File: config.mk
export PLATFORM = sky130hd
export DESIGN_NAME = seg7_scan_ctrl
export DESIGN_NICKNAME = d
export VERILOG_FILES = /design/src/rtl/seg7_pkg.sv /design/src/rtl/seg7_hex_decode.sv /design/src/rtl/seg7_scan_ctrl.sv
export SDC_FILE = /design/constraint.sdc
export NUM_CORES = 1
export LEC_CHECK = 0
export ABC_AREA = 1
export CAP_MARGIN = 20
export CORE_ASPECT_RATIO = 0.9
export CORE_MARGIN = 2
export CORE_UTILIZATION = 30
export DETAILED_ROUTE_END_ITERATION = 10
export HOLD_SLACK_MARGIN = 0.1
export MAX_ROUTING_LAYER = met4
export RECOVER_POWER = 100
export SYNTH_ARGS = -nofsm -noshare
export SYNTH_HDL_FRONTEND = slang
export SYNTH_HIERARCHICAL = 1
export SYNTH_SLANG_ARGS = --single-unit
export TNS_END_PERCENT = 30
File: constraint.sdc
create_clock -name clk -period 4.7 [get_ports clk]
set_input_delay 0.47 -clock clk [delete_from_list [all_inputs] [get_ports clk]]
set_output_delay 0.47 -clock clk [all_outputs]
set_load 0.005 [all_outputs]
File: src/rtl/seg7_pkg.sv
// Shared constants for the seven-segment scan controller: active-low gfedcba
// glyphs for hex digits 0..F, the dark pattern and the PWM step count.
package seg7_pkg;

  localparam logic [6:0] SEG_0     = 7'h40;
  localparam logic [6:0] SEG_1     = 7'h79;
  localparam logic [6:0] SEG_2     = 7'h24;
  localparam logic [6:0] SEG_3     = 7'h30;
  localparam logic [6:0] SEG_4     = 7'h19;
  localparam logic [6:0] SEG_5     = 7'h12;
  localparam logic [6:0] SEG_6     = 7'h02;
  localparam logic [6:0] SEG_7     = 7'h78;
  localparam logic [6:0] SEG_8     = 7'h00;
  localparam logic [6:0] SEG_9     = 7'h10;
  localparam logic [6:0] SEG_A     = 7'h08;
  localparam logic [6:0] SEG_B     = 7'h03;
  localparam logic [6:0] SEG_C     = 7'h46;
  localparam logic [6:0] SEG_D     = 7'h21;
  localparam logic [6:0] SEG_E     = 7'h06;
  localparam logic [6:0] SEG_F     = 7'h0E;
  localparam logic [6:0] SEG_BLANK = 7'h7F;

  localparam int BRIGHT_STEPS = 16;

endpackage

File: src/rtl/seg7_hex_decode.sv
// Combinational hex nibble to active-low {g,f,e,d,c,b,a} segment pattern.
module seg7_hex_decode
  import seg7_pkg::*;
(
  input  logic [3:0] nibble,
  output logic [6:0] pattern
);

  always_comb begin
    pattern = SEG_BLANK;
    unique case (nibble)
      4'h0: pattern = SEG_0;
      4'h1: pattern = SEG_1;
      4'h2: pattern = SEG_2;
      4'h3: pattern = SEG_3;
      4'h4: pattern = SEG_4;
      4'h5: pattern = SEG_5;
      4'h6: pattern = SEG_6;
      4'h7: pattern = SEG_7;
      4'h8: pattern = SEG_8;
      4'h9: pattern = SEG_9;
      4'hA: pattern = SEG_A;
      4'hB: pattern = SEG_B;
      4'hC: pattern = SEG_C;
      4'hD: pattern = SEG_D;
      4'hE: pattern = SEG_E;
      4'hF: pattern = SEG_F;
    endcase
  end

endmodule

File: src/rtl/seg7_scan_ctrl.sv
// Multiplexed common-anode seven-segment scanner with blank slots, PWM
// brightness and frame-aligned buffered updates. Define SEG7_LZ_SUPPRESS_EN
// to enable leading-zero suppression.
module seg7_scan_ctrl
  import seg7_pkg::*;
#(
  parameter int DIGITS      = 8,
  parameter int TICK_CYCLES = 100_000
) (
  input  logic                  clk,
  input  logic                  rst,
  input  logic                  en,
  input  logic [3:0]            bright,
  input  logic [4*DIGITS-1:0]   data,
  input  logic [DIGITS-1:0]     dp_in,
  input  logic [DIGITS-1:0]     blank_in,
  input  logic                  data_vld,
  output logic                  data_rdy,
  output logic [DIGITS-1:0]     an,
  output logic [6:0]            seg,
  output logic                  dp,
  output logic                  frame_done
);

  localparam int TW   = (TICK_CYCLES > 1) ? $clog2(TICK_CYCLES) : 1;
  localparam int SW   = $clog2(2 * DIGITS);
  localparam int DW   = (DIGITS > 1) ? $clog2(DIGITS) : 1;
  localparam int STEP = TICK_CYCLES / BRIGHT_STEPS;

  logic [TW-1:0]       tcnt;
  logic [SW-1:0]       slot;
  logic                tick;
  logic                slot_last;
  logic                frame_wrap;
  logic                xfer;

  logic [4*DIGITS-1:0] pend_data, act_data;
  logic [DIGITS-1:0]   pend_dp, act_dp;
  logic [DIGITS-1:0]   pend_blank, act_blank;
  logic [DIGITS-1:0]   blank_eff;

  logic [DW-1:0]       digit_idx;
  logic [3:0]          nibble;
  logic [6:0]          pattern;
  logic [TW:0]         pwm_limit;
  logic                lit;

  assign tick       = (tcnt == TW'(TICK_CYCLES - 1));
  assign slot_last  = (slot == SW'(2 * DIGITS - 1));
  assign frame_wrap = tick && slot_last;
  assign xfer       = data_vld && data_rdy;

  always_ff @(posedge clk) begin
    if (rst) begin
      tcnt <= '0;
      slot <= '0;
    end else if (tick) begin
      tcnt <= '0;
      slot <= slot_last ? '0 : slot + 1'b1;
    end else begin
      tcnt <= tcnt + 1'b1;
    end
  end

  // Active loads the old pending contents at the wrap, so a same-cycle
  // transfer lands in pending and waits for the following frame.
  always_ff @(posedge clk) begin
    if (rst) begin
      pend_data  <= '0;
      pend_dp    <= '0;
      pend_blank <= '0;
      act_data   <= '0;
      act_dp     <= '0;
      act_blank  <= '0;
      data_rdy   <= 1'b1;
      frame_done <= 1'b0;
    end else begin
      frame_done <= frame_wrap;
      if (frame_wrap) begin
        act_data  <= pend_data;
        act_dp    <= pend_dp;
        act_blank <= pend_blank;
      end
      if (xfer) begin
        pend_data  <= data;
        pend_dp    <= dp_in;
        pend_blank <= blank_in;
        data_rdy   <= 1'b0;
      end else if (frame_wrap) begin
        data_rdy <= 1'b1;
      end
    end
  end

`ifdef SEG7_LZ_SUPPRESS_EN
  function automatic logic [DIGITS-1:0] lz_mask(input logic [4*DIGITS-1:0] d,
                                                input logic [DIGITS-1:0]   p);
    logic sup;
    lz_mask = '0;
    sup     = 1'b1;
    for (int i = DIGITS - 1; i >= 1; i--) begin
      if (sup && d[4*i +: 4] == 4'h0 && !p[i]) lz_mask[i] = 1'b1;
      else sup = 1'b0;
    end
  endfunction

  assign blank_eff = act_blank | lz_mask(act_data, act_dp);
`else
  assign blank_eff = act_blank;
`endif

  assign digit_idx = DW'(DIGITS - 1) - DW'(slot >> 1);
  assign nibble    = act_data[{digit_idx, 2'b00} +: 4];
  assign pwm_limit = (TW + 1)'((32'(bright) + 32'd1) * 32'(STEP));
  assign lit       = en && !slot[0] && ({1'b0, tcnt} < pwm_limit) && !blank_eff[digit_idx];

  seg7_hex_decode u_decode (
    .nibble  (nibble),
    .pattern (pattern)
  );

  // Anode, segments and dp share one register stage so they never skew.
  always_ff @(posedge clk) begin
    if (rst) begin
      an  <= '1;
      seg <= SEG_BLANK;
      dp  <= 1'b1;
    end else if (lit) begin
      an  <= ~(DIGITS'(1) << digit_idx);
      seg <= pattern;
      dp  <= ~act_dp[digit_idx];
    end else begin
      an  <= '1;
      seg <= SEG_BLANK;
      dp  <= 1'b1;
    end
  end

endmodule

==> metrics.txt, run 1 <==
run status=finished, violations left; violated checks=capacitance limit, slew limit; Worst Path Required=4.97 ns; WS Path Type=in -> reg; worst slew pin tran=2.67 ns; first-pass GRT wire length=25.4 mm; DR WL/cell=12.1 µm; Vias=5782; Clk Latency, worst-skew pair=0.42 ns; WL final=~15 mm; Initial Utilization=30.5%; kind of cell adding the most delay to the critical path=adder cells; clock power share=44.6%; Internal=between 2000 and 2500 µW; Buf/Inv on CP=2; synthesized area=6610 µm²; async set-reset flop share out of synthesis=0%; antenna viol nets, final=0; GR Util All Layers=between 10 and 15%; Worst path max stage delay=0.50 ns; placed cells=1237; Cells after Synth=887; row cnt=51; Post-synth EDFFs=0; P_sw=783 µW; CP Max Fanout=16; CTS max path bufs=2; largest net degree at the start of global routing=74; XOR/XNOR share of the synthesized area=3.05%; cts hold-fix bufs=0; Syn Nets=998; Clock Skew=between 0.008 and 0.009 ns; CP Capture Type=register; compound-gate portion of the synthesized area=11.7%; Gate power share=15.3%; Synth Area in Adders=between 10% and 20%; share of layout cells above drive strength 1=between 7 and 8%; min cycle time layout=4.26 ns; Peak supply drop=about 0.00022 V; Leak=0.00356 µW; Reg power frac=40.1%; CP Data Arrival Time=4.53 ns; DR iter-0 viols=408; Area Overhead vs Synth=25.8%; core area=21600 µm²; fillcell total=2253; setup bufs post-CTS=0; #FFs+latches synth=around 140; Power per Cell Area=364 nW/µm²; vias in the first global route=5165; Die ar.=23200 µm²; CP max-delay cell=clkdlybuf4s50_1; RSZ-0062 raised after global routing=false; CTS Buf Count=17; ys flop type=dfxtp_1; antenna cells=0; Max Cap Violations=1; CTS tree=built; Yosys warning total=6; simple-gate portion of the synthesized area=a little over a quarter; First-pass DRT Iterations=5; Sw Ratio=25.9%; largest family of logic cells by synthesized area=simple AND/OR/NAND/NOR gates; Clk Tree Root Cell=clkbuf_16; Setup-failing EPs final=0; global placement routability congestion=0.824; startpoint types=primary input; post-synthesis mux area share=0%; Hold Vio Cnt, Final=0; antenna violations before repair=0; input/output buffers=73; Reg2Reg Setup Slack=0.61 ns; DRC Markers=0; die height=145 µm; Netlist cell types=45; Seq/Total Area, Yosys=40.9%; Critical Path, Cell by Cell=clkdlybuf4s50_1, ha_1, xor2_2, ha_1, ha_1, ha_1, ha_1, nand2_1, o21ai_0, a21oi_2, buf_4, xor2_1, ha_1, a21oi_1, o21a_1, nand2_1, nand2_1, nand2_1, nand2_1, nand2_1, nand2_1, nand2_1, nand2_4, nand3_1; global route total overflow=0; final core occ=38.4%; clk sink count=135; Die Wd=about 160 µm; Vias per Instance=approximately 4.6; f_max=235 MHz; Nets=1076; Period Utilization, post-route=between 90% and 100%; CP most frequent cell=nand2_1; Non-Filler Instances=1269; Worst-path clk slew=0.06 ns; slew margin rel.=-78.1%; CTS H-tree depth=4; IO Count=74; syn avg cell area=7.45 µm²; hpwl dp=11.1 mm; Slew Viols, Final=74; min-delay worst type=reg -> reg
path summary, 6_finish.rpt:
check,from,to,cells after the start
setup / recovery,bright[0],an[4],24
setup reg to reg,tcnt[1],act_data[8],10
hold / removal,pend_data[31],act_data[31],2
hold reg to reg,pend_data[31],act_data[31],2
per-layer routing:
layer	wire [µm]	GRT usage, %	up-vias
li1	-	-	3060
met1	8250	20.0	2594
met2	6390	19.7	113
met3	615	2.79	15
met4	162	4.41	0
met5	0	-	-
metrics by stage:
step / TNS [ns] / total power [µW] / hold slack (ns) / cell area, µm² / worst slack [ns]
2_1_floorplan: 0 / 1520 / 0.418 / 6610 / 0.645
3_3_place_gp: -1.47 / 1690 / 0.431 / 7700 / -0.0958
3_5_place_dp: -2.76 / 1700 / 0.430 / 7700 / -0.201
4_1_cts: 0 / 3050 / 0.446 / 8310 / 0.234
5_1_grt: 0 / 3180 / 0.468 / 8310 / 0.0155
6_report: 0 / 3020 / 0.445 / 8310 / 0.438
worst min-delay path, stage by stage, from the launching register on:
cell     delay (ns)
dfxtp_1        0.32
nand2_1        0.05
nand2_1        0.04
registers in the layout, summed over array words and instances, names as in the netlist:
register	flops
act_dp	8
tcnt	17
frame_done	1
dp	1
data_rdy	1
act_blank	8
pend_blank	8
slot	4
pend_data	32
seg	7
act_data	32
an	8
pend_dp	8
logic make-up (layout without fill, tap and decap cells):
family / after synthesis / in the layout
AOI/OAI and AO/OA: 139 / 139
adders and majority gates: 55 / 55
xor gates and xnor gates: 23 / 23
DFF: 135 / 135
other: 1 / 1
buffers and inverters: 119 / 210
and+or+nand+nor: 415 / 415
layout make-up:
| type | count | area [µm²] | area share (%) |
|---|---|---|---|
| flip-flops and latches | 135 | 2700 | 32.5 |
| clock buffers | 20 | 467 | 5.62 |
| multi-input cells | 633 | 3420 | 41.2 |
| repair buffers | 98 | 912 | 11.0 |
| clock inverters | 12 | 140 | 1.69 |
| well taps | 291 | 364 | 4.38 |
| inverters | 80 | 300 | 3.61 |
cell usage after synthesis (2+ instances only):
cell type | number | area share (%)
buf_2 | 6 | 0.45
inv_1 | 77 | 4.4
nor3b_1 | 2 | 0.23
nor4_1 | 2 | 0.19
nor3_1 | 12 | 0.91
or2_2 | 4 | 0.38
nor2_1 | 141 | 8.0
o21ai_1 | 2 | 0.15
and3_1 | 2 | 0.19
ha_1 | 54 | 10
nor2_2 | 4 | 0.38
dfxtp_1 | 135 | 41
buf_1 | 3 | 0.17
o22ai_1 | 7 | 0.66
buf_6 | 3 | 0.51
nand4_1 | 4 | 0.38
buf_4 | 2 | 0.23
inv_2 | 3 | 0.17
xnor2_1 | 9 | 1.2
a21oi_1 | 29 | 2.2
a31oi_1 | 3 | 0.28
a221oi_1 | 4 | 0.53
nand2_1 | 164 | 9.3
nand3_1 | 74 | 5.6
a21o_1 | 2 | 0.23
xor2_1 | 14 | 1.9
o21bai_1 | 3 | 0.34
a32oi_1 | 4 | 0.53
clkbuf_1 | 25 | 1.4
o21ai_0 | 78 | 5.9
timing repair:
action                                 4_1_cts  5_1_grt
setup endpoints to repair                    0       16
resized for setup                            0        6
endpoints found under the hold margin        0        0
power groups by stage:
stage | Sequential [µW] | Combinational (µW) | Clock [µW]
floorplan | 1230 | 291 | 0
global placement | 1240 | 452 | 0
detailed placement | 1240 | 459 | 0
CTS | 1210 | 462 | 1370
global route | 1220 | 534 | 1430
finish | 1210 | 462 | 1350
placed cells by master, fill, tap and decap left out, drive strengths merged, types with 2 or more instances in the layout:
master,Yosys,routed
clkbuf,25,22
a31oi,3,3
nand2,165,165
o22ai,7,7
or2,4,4
a21oi,29,29
dfxtp,135,135
nor2,146,146
clkinvlp,0,2
bufinv,0,2
a221oi,4,4
a21o,2,2
nor3,13,13
xnor2,9,9
nand3,75,75
clkinv,0,4
nor3b,2,2
ha,54,54
nand4,5,5
o21bai,3,3
dlygate4sd3,0,19
and3,2,2
a32oi,4,4
inv,80,84
nor4,2,2
xor2,14,14
buf,14,23
o21ai,81,81
clkdlybuf4s50,0,54
No activity file was read; power rests on OpenSTA's default activity.
==> run 2: changes to the inputs <==
- SETUP_SLACK_MARGIN: unset -> 0.5
==> metrics.txt, run 2 (synthesis gave the netlist of run 1 again) <==
setup bufs post-CTS=0 (unchanged); min cycle time layout=4.06 ns (-0.199 ns); CP Capture Type=register; worst slew pin tran=2.69 ns (+0.0164 ns); Clock Skew=0.0104 ns (+0.00179 ns); violated checks=capacitance limit, slew limit; Die Wd=160 µm (unchanged); GR Util All Layers=14.1% (+0.091 points); hpwl dp=11.1 mm (unchanged); total chip power=3040 µW (+0.57%); startpoint types=primary input; Die ar.=23200 µm² (unchanged); Area Overhead vs Synth=26.9%; antenna violations before repair=0 (unchanged); Post-Route Setup TNS=0 ns (unchanged); DR iter-0 viols=395 (-3.2%); CP most frequent cell=nand2_1; P_sw=792 µW (+1.1%); DR WL/cell=12.3 µm (+1.1%); WHS Path Cells=2 (unchanged); CP max-delay cell=clkdlybuf4s25_1; final setup margin=0.637 ns (+0.199 ns); Buf/Inv on CP=3 (+1); row cnt=51 (unchanged); core area=21600 µm² (unchanged); run status=finished, violations left; worst r2r dst=act_data[8]; Internal=2250 µW (+0.37%); Period Utilization, post-route=86.5% (-4.2 points); most common cell after layout, fill and taps aside=nand2_1; fillcell total=2230 (-1.0%); input/output buffers=73 (unchanged); CP Data Arrival Time=4.33 ns (-0.20 ns); WS Path Type=in -> reg; Critical Path, Cell by Cell=clkdlybuf4s25_1, nand3_1, inv_1, ha_2, ha_1, ha_1, ha_1, nand2_2, o21ai_0, a21oi_1, buf_4, xor2_1, ha_1, a21oi_1, o21a_1, nand2_1, nand2_1, nand2_1, nand2_1, nand2_1, nand2_1, nand2_2, nand2_4, nand3_1; share of layout cells above drive strength 1=8.78% (+1.3 points); vias in the first global route=5204 (+0.76%); Slew Viols, Final=74 (unchanged); Worst Path Required=4.97 ns (about the same); clk sink count=135 (unchanged); Worst R2R Path Depth=10 (unchanged); min-delay worst type=reg -> reg; CP Max Fanout=8 (-8); Worst path max stage delay=0.44 ns (-0.06 ns); Design Area, Final=8390 µm² (+0.92%); WL final=15.6 mm (+1.2%); global route total overflow=0 (unchanged); slew margin rel.=-79.2% (-1.1 points); CTS H-tree depth=4 (unchanged); Worst-path clk slew=0.06 ns (about the same); CTS Buf Count=17 (unchanged); Peak supply drop=0.000218 V (+0.16%); Nets=1077 (+0.093%); kind of cell adding the most delay to the critical path=adder cells; largest net degree at the start of global routing=74 (unchanged); antenna viol nets, final=0 (unchanged); Hold Vio Cnt, Final=0 (unchanged); hold_sp=pend_data[31]; Clk Latency, worst-skew pair=0.42 ns (about the same); first-pass GRT wire length=25.5 mm (+0.65%); clock power share=44.4% (-0.2 points); global placement routability congestion=0.824 (unchanged); CTS max path bufs=2 (unchanged); Sw Ratio=26.1% (+0.15 points); IO Count=74 (unchanged); dpl ws=-0.201 ns (unchanged); worst hold path endpoint=act_data[31]; commonest non-fill, non-tap cells in the layout=162 x nand2_1, 143 x nor2_1, 135 x dfxtp_1; DRC Markers=0 (unchanged); RSZ-0062 raised after global routing=false; Leak=0.00358 µW (+0.53%); Initial Utilization=30.5% (unchanged); die height=145 µm (unchanged); f_max=246 MHz (+4.9%); Max Cap Violations=2 (+1); final core occ=38.8% (+0.35 points); Gate power share=15.7% (+0.4 points); CTS tree=built; Vias=5789 (+0.12%); First-pass DRT Iterations=5 (unchanged); Setup-failing EPs final=0 (unchanged); biggest regs=act_data: 32 flops, pend_data: 32 flops, tcnt: 17 flops; Reg power frac=39.9% (-0.2 points); antenna cells=0 (unchanged); Clk Tree Root Cell=clkbuf_16; Power per Cell Area=362 nW/µm² (-0.35%); placed cell area=7700 µm² (unchanged); Reg2Reg Setup Slack=0.79 ns (+0.18 ns); Vias per Instance=4.56 (about the same); cts hold-fix bufs=0 (unchanged); R2R Path Start=tcnt[1]
[run 2: changes by cell type in the layout (fill, tap and decap cells not counted), sizes merged]
cell           change
nand2              +1
clkdlybuf4s25      +1
clkdlybuf4s50      -4
buf                +1
clkbuf             +2
[run 2: repair_timing]
| action | CTS | global route |
|---|---|---|
| setup endpoints to repair | 16 | 16 |
| pin swaps | 5 | 5 |
| gates cloned | 1 | 0 |
| hold endpoints to repair | 0 | 0 |
| gates resized for setup | 19 | 14 |
[run 2: how the worst max path moves through the flow]
| stage | to | cells after the start | from | slack (ns) |
|---|---|---|---|---|
| floorplan | seg[3] | 24 | bright[0] | 0.64 |
| global placement | an[3] | 25 | bright[0] | -0.1 |
| detailed placement | an[4] | 25 | bright[0] | -0.20 |
| CTS | an[0] | 26 | bright[0] | 0.65 |
| global route | seg[4] | 25 | bright[3] | 0.26 |
| finish | an[4] | 24 | bright[3] | 0.64 |
[run 2: power by group through the flow]
stage          clock [µW]  sequential (µW)  combinational, µW
2_1_floorplan           0             1230                291
3_3_place_gp            0             1240                452
3_5_place_dp            0             1240                459
4_1_cts              1370             1210                480
5_1_grt              1430             1220                549
6_report             1350             1210                478
[run 2: area by class of cell]
| type | instances | area (µm²) | area share (%) |
|---|---|---|---|
| Timing Repair Buffer | 98 | 900 | 10.7 |
| Clock buffer | 20 | 467 | 5.57 |
| Clock inverter | 12 | 140 | 1.67 |
| Tap cell | 291 | 364 | 4.34 |
| Sequential cell | 135 | 2700 | 32.2 |
| Multi-Input combinational cell | 634 | 3510 | 41.9 |
| Inverter | 80 | 300 | 3.58 |
[run 2: routing by layer]
layer,vias to the layer above,share of wire (%),track usage (%)
met2,100,42,20.0
met5,-,0,-
met4,0,1.0,4.41
met3,12,3.6,2.79
met1,2612,54,20.0
li1,3065,-,-
[run 2: tightest hold or removal path, cell delays in order, from the launching register on]
cell	delay (ns)
dfxtp_1	0.32
nand2_1	0.05
nand2_1	0.04
[run 2: stage by stage]
step,instances,hold WS [ns]
after CTS,1270,0.446
after detailed placement,1237,0.430
final,1270,0.445
after global routing,1270,0.468
after global placement,1237,0.431
after floorplan,887,0.418
==> run 3: changes to the inputs <==
- clock period: 4.7 -> 4.8 ns (I/O delays scaled with it)
==> metrics.txt, run 3 (synthesis gave the netlist of run 1 again) <==
run status=finished, violations left; violated checks=capacitance limit, slew limit; CTS max path bufs=2 (unchanged); fillcell total=2262 (+1.4%); row cnt=51 (unchanged); kind of cell adding the most delay to the critical path=adder cells; cts hold-fix bufs=0 (unchanged); Period Utilization, post-route=a little over four fifths; CP max-delay cell=ha_1; worst slew pin tran=1.61 ns (-1.08 ns); antenna viol nets, final=0 (unchanged); CTS Buf Count=17 (unchanged); antenna cells=0 (unchanged); placed cells=1227 (-0.81%); clk sink count=135 (unchanged); WL final=15.5 mm (-0.54%); RSZ-0062 raised after global routing=false; Area Overhead vs Synth=24.6%; DR WL/cell=12.3 µm (+0.24%); share of layout cells above drive strength 1=6.91% (-1.9 points); Clk Tree Root Cell=clkbuf_16; first-pass GRT wire length=26.1 mm (+2.2%); Non-Filler Instances=1260 (-0.79%); startpoint types=primary input; CP Capture Type=register; largest net degree at the start of global routing=62 (-16%); antenna violations before repair=0 (unchanged); commonest non-fill, non-tap cells in the layout=164 x nand2_1, 142 x nor2_1, 135 x dfxtp_1; met2 usage=20.8% (+0.86 points); Vias per Instance=4.53 (-0.62%); First-pass DRT Iterations=6 (+1); IO Count=74 (unchanged); Worst path max stage delay=0.33 ns (-0.11 ns); CP Data Arrival Time=4.31 ns (-0.02 ns); Die Wd=160 µm (unchanged); input/output buffers=73 (unchanged); slew margin rel.=-7.36% (+72 points); Hold Vio Cnt, Final=0 (unchanged); DRC Markers=0 (unchanged); min cycle time layout=approximately 4 ns; Clock Skew=0.0125 ns (+0.00208 ns); Worst Path Required=5.06 ns (+0.09 ns); CTS tree=built; WS Path Type=in -> reg; biggest regs=act_data: 32 flops, pend_data: 32 flops, tcnt: 17 flops; CP most frequent cell=nand2_1; Nets=1067 (-0.93%); most common cell after layout, fill and taps aside=nand2_1; hpwl dp=11.1 mm (+0.35%); placed cell area=7630 µm² (-0.97%); Die ar.=23200 µm² (unchanged); Buf/Inv on CP=3 (unchanged); f_max=247 MHz; Max Cap Violations=1 (-1); Setup-failing EPs final=0 (unchanged); vias in the first global route=5358 (+3.0%); layer with the highest usage=met2; core area=21600 µm² (unchanged); GR Util All Layers=14.3% (+0.25 points); min-delay worst type=reg -> reg; Power per Cell Area=346 nW/µm² (-4.4%); DR iter-0 viols=367 (-7.1%); Slew Viols, Final=51 (-31%); CP Max Fanout=16 (+8); grt met1 use=19.8% (-0.15 points); Design Area, Final=8230 µm² (-1.9%); Clk Latency, worst-skew pair=0.42 ns (about the same); Vias=5708 (-1.4%); die height=145 µm (unchanged); global routing usage on met3=2.96% (+0.17 points); Peak supply drop=0.000189 V (-13%); global placement routability congestion=0.820 (-0.45%); Initial Utilization=30.5% (unchanged); global route total overflow=0 (unchanged); CTS H-tree depth=4 (unchanged); Worst-path clk slew=0.06 ns (about the same); Leak=0.00350 µW (-2.1%)
-- run 3: cell count changes in the layout (fill, tap and decap cells not counted), moves of 2 or more --
cell	delta
clkbuf_4	+2
clkinv_4	+2
clkbuf_1	+4
inv_6	-3
nand2_1	+2
nand2_2	-2
buf_4	-13
-- run 3: power breakdown --
| group | switching [µW] | internal (µW) | leakage, µW |
|---|---|---|---|
| Sequential | 22.3 | 1160 | 0.00110 |
| Combinational | 234 | 199 | 0.00213 |
| Clock | 477 | 754 | 0.000272 |
-- run 3: tightest hold or removal path, cell delays in order (launching register included) --
cell	delay [ns]
dfxtp_1	0.32
nand2_1	0.05
nand2_1	0.04
-- run 3: worst paths after layout --
path                  from           end  slack (ns)  depth (start not counted)
max              bright[0]         an[7]        0.75                         25
min reg2reg  pend_data[26]  act_data[26]        0.44                          2
max reg2reg        tcnt[1]  act_data[21]        1.06                         10
min          pend_data[26]  act_data[26]        0.44                          2
-- run 3: per-stage QoR --
stage                     utilization (%)  setup TNS [ns]  total power, µW  setup slack [ns]  hold WS (ns)
after floorplan                         -               0             1490             0.735         0.418
after global placement               35.3          -0.317             1640           -0.0242         0.429
after detailed placement             35.3           -2.21             1640            -0.162         0.431
after CTS                            38.2               0             2890             0.513         0.446
after global routing                 38.0               0             3010             0.304         0.464
final                                38.0               0             2850             0.748         0.443
-- run 3: layout make-up --
cell class | count | area, µm² | share of cell area, %
Sequential cell | 135 | 2700 | 32.8
Timing Repair Buffer | 89 | 827 | 10.0
Inverter | 80 | 300 | 3.65
Clock inverter | 10 | 97.6 | 1.19
Clock buffer | 22 | 474 | 5.76
Multi-Input combinational cell | 633 | 3460 | 42.1
Tap cell | 291 | 364 | 4.42
-- run 3: timing repair --
action | CTS | global route
pin swaps | 2 | 0
cloned | 0 | 0
resized for setup | 11 | 9
setup buffers | 1 | 0
setup endpoints to repair | 16 | 16
-- run 3: per-layer routing --
metal / wire length, µm / vias up / share of wire [%]
met5: 0 / - / 0
met4: 125 / 0 / 0.81
met2: 6600 / 88 / 43
met1: 8210 / 2565 / 53
li1: - / 3048 / -
met3: 581 / 7 / 3.7
